**config.mk**
```make
export PLATFORM = sky130hd
export DESIGN_NAME = bcd_scan_driver
export DESIGN_NICKNAME = d
export VERILOG_FILES = /design/src/rtl/bcd_scan_driver_pkg.sv /design/src/rtl/bcd_scan_driver_bin2bcd_seq.sv /design/src/rtl/bcd_scan_driver.sv
export SDC_FILE = /design/constraint.sdc
export NUM_CORES = 1
export LEC_CHECK = 0
export BUFFER_PORTS_ARGS = -buffer_cell sky130_fd_sc_hd__buf_4
export CELL_PAD_IN_SITES_DETAIL_PLACEMENT = 1
export CELL_PAD_IN_SITES_GLOBAL_PLACEMENT = 2
export CORE_MARGIN = 1.5
export CORE_UTILIZATION = 38
export DETAILED_ROUTE_END_ITERATION = 16
export MAX_ROUTING_LAYER = met4
export PLACE_DENSITY = 0.91
export SLEW_MARGIN = 20
export SYNTH_ARGS = -nofsm -noshare
export SYNTH_HDL_FRONTEND = slang
export SYNTH_HIERARCHICAL = 1
export SYNTH_SLANG_ARGS = --single-unit
export TNS_END_PERCENT = 50
```
**constraint.sdc**
```tcl
create_clock -name clk -period 2.3 [get_ports clk]
set_clock_uncertainty 0.1 [all_clocks]
set_input_delay 0.46 -clock clk [delete_from_list [all_inputs] [get_ports clk]]
set_output_delay 0.46 -clock clk [all_outputs]
set_load 0.05 [all_outputs]
```
**src/rtl/bcd_scan_driver_pkg.sv**
```systemverilog
// rtl/bcd_scan_driver_pkg.sv - shared digit codes, converter states and double-dabble helper
package bcd_scan_driver_pkg;

    localparam logic [3:0] DIG_DASH  = 4'd10;
    localparam logic [3:0] DIG_BLANK = 4'd11;

    typedef enum logic [1:0] {IDLE, CONV, DONE} conv_state_t;

    // Add-3 correction applied to every BCD nibble before each shift.
    function automatic logic [11:0] dabble_adjust(input logic [11:0] b);
        logic [11:0] r;
        r = b;
        for (int i = 0; i < 3; i++) begin
            if (b[i*4 +: 4] >= 4'd5) begin
                r[i*4 +: 4] = b[i*4 +: 4] + 4'd3;
            end
        end
        return r;
    endfunction

endpackage

```
**src/rtl/bcd_scan_driver_bin2bcd_seq.sv**
```systemverilog
// rtl/bcd_scan_driver_bin2bcd_seq.sv - sequential double-dabble, one magnitude bit per cycle
module bin2bcd_seq
    import bcd_scan_driver_pkg::*;
#(
    parameter int DATA_W = 10
) (
    input  logic              clk,
    input  logic              rst,
    input  logic              i_start,
    input  logic [DATA_W-1:0] i_mag,
    output logic              o_done,
    output logic [11:0]       o_bcd
);

    localparam int CNT_W = $clog2(DATA_W + 1);

    logic [DATA_W-1:0] r_shift;
    logic [11:0]       r_bcd;
    logic [CNT_W-1:0]  r_cnt;
    logic              r_run;
    logic [11:0]       w_adj;

    assign w_adj  = dabble_adjust(r_bcd);
    // o_done marks the cycle whose closing edge performs the final iteration.
    assign o_done = r_run && (r_cnt == CNT_W'(DATA_W - 1));
    assign o_bcd  = r_bcd;

    always_ff @(posedge clk) begin
        if (rst) begin
            r_shift <= '0;
            r_bcd   <= '0;
            r_cnt   <= '0;
            r_run   <= 1'b0;
        end else if (i_start) begin
            r_shift <= i_mag;
            r_bcd   <= '0;
            r_cnt   <= '0;
            r_run   <= 1'b1;
        end else if (r_run) begin
            r_bcd   <= {w_adj[10:0], r_shift[DATA_W-1]};
            r_shift <= {r_shift[DATA_W-2:0], 1'b0};
            r_cnt   <= r_cnt + 1'b1;
            if (o_done) begin
                r_run <= 1'b0;
            end
        end
    end

endmodule

```
**src/rtl/bcd_scan_driver.sv**
```systemverilog
// rtl/bcd_scan_driver.sv - signed value to blanked BCD digits, multiplexed onto one bus
// Optional macro LEADING_ZERO_BLANK_EN: leading-zero blanking with floating sign.
module bcd_scan_driver
    import bcd_scan_driver_pkg::*;
#(
    parameter int N_DIGITS    = 4,
    parameter int DATA_W      = 10,
    parameter int REFRESH_DIV = 50000
) (
    input  logic                clk,
    input  logic                rst,
    input  logic [DATA_W-1:0]   value,
    input  logic                load,
    output logic                busy,
    output logic [3:0]          bcd_out,
    output logic [N_DIGITS-1:0] an
);

    localparam int REF_W = $clog2(REFRESH_DIV);

    conv_state_t       r_state;
    conv_state_t       w_state_next;
    logic              w_start;
    logic              w_commit;
    logic              w_conv_done;
    logic [DATA_W-1:0] w_mag;
    logic [11:0]       w_bcd;
    logic              r_sign;
    logic [3:0]        w_pat   [4];
    logic [3:0]        r_digit [4];

    logic [REF_W-1:0]    r_refresh;
    logic [1:0]          r_idx;
    logic [1:0]          w_idx_next;
    logic                w_wrap;
    logic [N_DIGITS-1:0] r_an;
    logic [3:0]          r_bcd;

    // -512 negates to 10'b1000000000, which reads correctly as unsigned 512.
    assign w_mag = value[DATA_W-1] ? (~value + 1'b1) : value;

    always_ff @(posedge clk) begin
        if (rst) begin
            r_state <= IDLE;
        end else begin
            r_state <= w_state_next;
        end
    end

    always_comb begin
        w_state_next = r_state;
        case (r_state)
            IDLE:    if (load) w_state_next = CONV;
            CONV:    if (w_conv_done) w_state_next = DONE;
            DONE:    w_state_next = IDLE;
            default: w_state_next = IDLE;
        endcase
    end

    always_comb begin
        w_start  = (r_state == IDLE) && load;
        w_commit = (r_state == DONE);
        busy     = (r_state != IDLE);
    end

    always_ff @(posedge clk) begin
        if (rst) begin
            r_sign <= 1'b0;
        end else if (w_start) begin
            r_sign <= value[DATA_W-1];
        end
    end

    bin2bcd_seq #(.DATA_W(DATA_W)) u_bin2bcd (
        .clk     (clk),
        .rst     (rst),
        .i_start (w_start),
        .i_mag   (w_mag),
        .o_done  (w_conv_done),
        .o_bcd   (w_bcd)
    );

`ifdef LEADING_ZERO_BLANK_EN
    logic w_show2;
    logic w_show1;
    assign w_show2 = (w_bcd[11:8] != 4'd0);
    assign w_show1 = w_show2 || (w_bcd[7:4] != 4'd0);

    always_comb begin
        w_pat[3] = DIG_BLANK;
        w_pat[2] = w_show2 ? w_bcd[11:8] : DIG_BLANK;
        w_pat[1] = w_show1 ? w_bcd[7:4]  : DIG_BLANK;
        w_pat[0] = w_bcd[3:0];
        // Dash sits just left of the most significant shown digit.
        if (r_sign) begin
            if (w_show2) begin
                w_pat[3] = DIG_DASH;
            end else if (w_show1) begin
                w_pat[2] = DIG_DASH;
            end else begin
                w_pat[1] = DIG_DASH;
            end
        end
    end
`else
    always_comb begin
        w_pat[3] = r_sign ? DIG_DASH : DIG_BLANK;
        w_pat[2] = w_bcd[11:8];
        w_pat[1] = w_bcd[7:4];
        w_pat[0] = w_bcd[3:0];
    end
`endif

    always_ff @(posedge clk) begin
        if (rst) begin
            for (int i = 0; i < 4; i++) r_digit[i] <= DIG_BLANK;
        end else if (w_commit) begin
            for (int i = 0; i < 4; i++) r_digit[i] <= w_pat[i];
        end
    end

    assign w_wrap     = (r_refresh == REF_W'(REFRESH_DIV - 1));
    assign w_idx_next = w_wrap ? (r_idx + 2'd1) : r_idx;

    // Select and code are registered together from the upcoming index.
    always_ff @(posedge clk) begin
        if (rst) begin
            r_refresh <= '0;
            r_idx     <= 2'd0;
            r_an      <= ~N_DIGITS'(1);
            r_bcd     <= DIG_BLANK;
        end else begin
            r_refresh <= w_wrap ? '0 : (r_refresh + 1'b1);
            r_idx     <= w_idx_next;
            r_an      <= ~(N_DIGITS'(1) << w_idx_next);
            r_bcd     <= r_digit[w_idx_next];
        end
    end

    assign an      = r_an;
    assign bcd_out = r_bcd;

endmodule

```
==> qor.txt <==
Clock transition at the registers of the reported paths - 0.07 ns
Fin crit period - 1.906 ns
Post-synth EDFFs - 13
Post-synth top flop - dfxtp_1
Drt pass-1 iters - 4
Worst reg-to-reg path cell count - 6
ANT cells - 0
Die height - 99.11 um
Port buffer count - 21
Setup CP Type - reg2reg
Hold path cells - 3
Final setup violation count - 0
FMAX - 524.7 MHz
Post-Synth Adder-Cell Area - 0.03565
Die ar. - 9822 um2
CTS max path bufs - 2
XOR/XNOR Fraction of Synth Area - 0.06488
Total grt overflow - 0
Initial antenna violation count - 0
Crit-path cells - ha_1 -> and3_1 -> nand4_2 -> mux2i_1 -> a22o_1 -> a211oi_2
Chip width - 99.11 um
TNS Setup - 0 ns
Max stage delay on crit path - 0.39 ns
Sequential fraction of the synthesis area - 0.4307
Clk sinks - 69
CP startpoint kind - flip-flop
Core area - 8848 um2
Total number of vias - 2687
CP max stage cell - dfxtp_1
Syn-to-layout area delta - 11.12%
Largest net degree at the start of global routing - 38
Period Utilization, post-route - 0.8286
Synth Area in Simple Gates - 0.2503
Pwr Density - 631.6 nW/um2
Gate Count Post-Synth - 378
Setup crit end kind - flip-flop
Worst-Skew Late Latency - 0.34 ns
Number of cell rows - 34
Post-Syn Area per Cell - 9.285 um2
Fraction of registers with async set/reset - 0
Max_cap viols - 0
GRT Util Overall - 0.1658
Largest family of logic cells by synthesized area - simple AND/OR/NAND/NOR gates
Min-Delay Path Class - in2reg
DRC - 0
R2r endpoint - bcd_out[2]
ANT nets after route - 0
First-pass GRT wire length - 12740 um
Compound-gate portion of the synthesized area - 0.09376
Fill count - 1059
Initial Util - 0.3966
DP HPWL - 5188 um
CP Data Required Time - 2.47 ns
Vias in the first global route - 2767
Post-cts sizing count - 0
VDD IR max - 0.2829 mV
Worst Path Max Fanout - 7
Htree depth - 3
Hold endpoint - u_bin2bcd/r_shift[0]
Nets - 419
Hold Buf Count CTS - 0
Delay-heaviest family, CP - simple AND/OR/NAND/NOR gates
TritonCTS clock tree - done
Pleak - 1.362 nW
Setup bufs post-CTS - 0
DR iter-0 viols - 99
Reg2reg setup slack - 0.39 ns
Netlist cell types - 52
Routed wire length per instance - 14.52 um
Worst EP arrival - 2.07 ns
Syn. warnings - 6
Worst Path Buf+Inv - 0
Status - finished, final reports clean
WL final - 7390 um
FF-to-FF Start - r_refresh[0]
Slew Viols, Final - 0
Layout cell share with drive strength beyond 1 - 0.1521
Yosys reg bits - 69
CTS Root Buffer Type - clkbuf_8
Placed insts - 493
Synthesized Nets - 401
Via/cell ratio - 5.279
Hold path start - value[0]
Routability cong. - 0.7872
Mux share of post-synthesis cell area - 0.07237
CTS buffer count - 9
Slew @ Worst Pin - 0.6850 ns
Worst slew margin - 0.5416
Synthesized area - 3510 um2
Num ports - 22
RSZ-0062 raised after global routing - no
Final non-filler cell total - 509
Final Hold Viols - 0
## tightest hold or removal path: cells and delay by family
family / cells / cell delay (ns)
buffers and inverters: 1 / 0.09
AOI/OAI and AO/OA: 1 / 0.06
and+or+nand+nor: 1 / 0.07
## metal layers
layer / up-vias / track usage / part of all wire / wire length, um
met1: 1298 / 0.1879 / 0.46 / 3385
met4: 0 / 0.05309 / 0.014 / 106
met3: 8 / 0.04427 / 0.028 / 205
li1: 1351 / - / - / -
met2: 30 / 0.2859 / 0.50 / 3692
met5: - / - / 0 / 0
## sequential cells by signal, indices dropped and copies added (netlist names)
signal	flops
bcd_out	4
u_bin2bcd/r_cnt	4
u_bin2bcd/r_run	1
r_refresh	16
r_idx	2
r_sign	1
u_bin2bcd/o_bcd	12
u_bin2bcd/r_shift	10
r_state	2
r_digit	13
an	4
## stage by stage
stage          cell area, um2    util  worst slack [ns]  total power, mW  hold WS, ns
2_1_floorplan            3510       -            0.4479            1.478       0.3295
3_3_place_gp             3709  0.4191            0.3799            1.527       0.3416
3_5_place_dp             3709  0.4191            0.2776            1.537       0.3702
4_1_cts                  3900  0.4408            0.3512            2.499       0.2617
5_1_grt                  3900  0.4408            0.1926            2.581       0.3274
6_report                 3900  0.4408            0.3942            2.463       0.2764
## final cells by class
cell class                      count  area, um2  area share
Clock buffer                       10      127.6     0.03272
Multi-Input combinational cell    275       1814      0.4652
Timing Repair Buffer               25      187.7     0.04812
Clock inverter                      6      63.81     0.01636
Inverter                           16      60.06     0.01540
Tap cell                          108      135.1     0.03465
Sequential cell                    69       1511      0.3876
## how the worst max path moves through the flow
stage / startpoint / endpoint / slack (ns) / depth (start not counted)
after floorplan: r_state[1] / u_bin2bcd/r_shift[2] / 0.45 / 6
after global placement: value[4] / u_bin2bcd/r_shift[9] / 0.38 / 6
after detailed placement: value[4] / u_bin2bcd/r_shift[9] / 0.28 / 6
after CTS: r_refresh[0] / bcd_out[3] / 0.35 / 6
after global routing: r_refresh[0] / bcd_out[1] / 0.19 / 6
final: r_refresh[0] / bcd_out[2] / 0.39 / 6
## cells in the mapped netlist (all sizes together) (12+ instances only)
| cell type | number | area [um2] |
|---|---|---|
| a21oi | 13 | 65.06 |
| nand3 | 18 | 90.09 |
| mux2i | 14 | 152.6 |
| dfxtp | 56 | 1121 |
| nor2 | 51 | 191.4 |
| inv | 16 | 60.06 |
| edfxtp | 13 | 390.4 |
| xnor2 | 15 | 131.4 |
| or3 | 12 | 75.07 |
| nand2 | 27 | 101.4 |
| nand2b | 14 | 87.58 |
## cells by family after synthesis
logic type	after synthesis
compound gates	50
mux	23
flops	69
xor+xnor	26
fa+ha+maj	10
buf+inv	34
simple gates	166
## placed cells by master (no fill, tap or decap), drive strengths merged, types with 4 or more instances in the layout
master	n
dfxtp	56
nor2	51
nand2	27
buf	25
nand3	18
inv	16
xnor2	15
nand2b	14
mux2i	14
a21oi	13
edfxtp	13
or3	12
xor2	11
o21ai	11
ha	10
clkbuf	10
nor3	9
mux2	9
a31oi	5
and2	4
and3	4
o22ai	4
a2111o	4
o211ai	4
nand4	4
## report_power, final
part | internal (mW) | leakage, nW | total (mW) | switching [mW]
clock | 0.499 | 0.0923 | 0.956 | 0.457
sequential | 1.26 | 0.554 | 1.29 | 0.0262
combinational | 0.0953 | 0.716 | 0.221 | 0.126
Power figures use the tool's default switching activity.
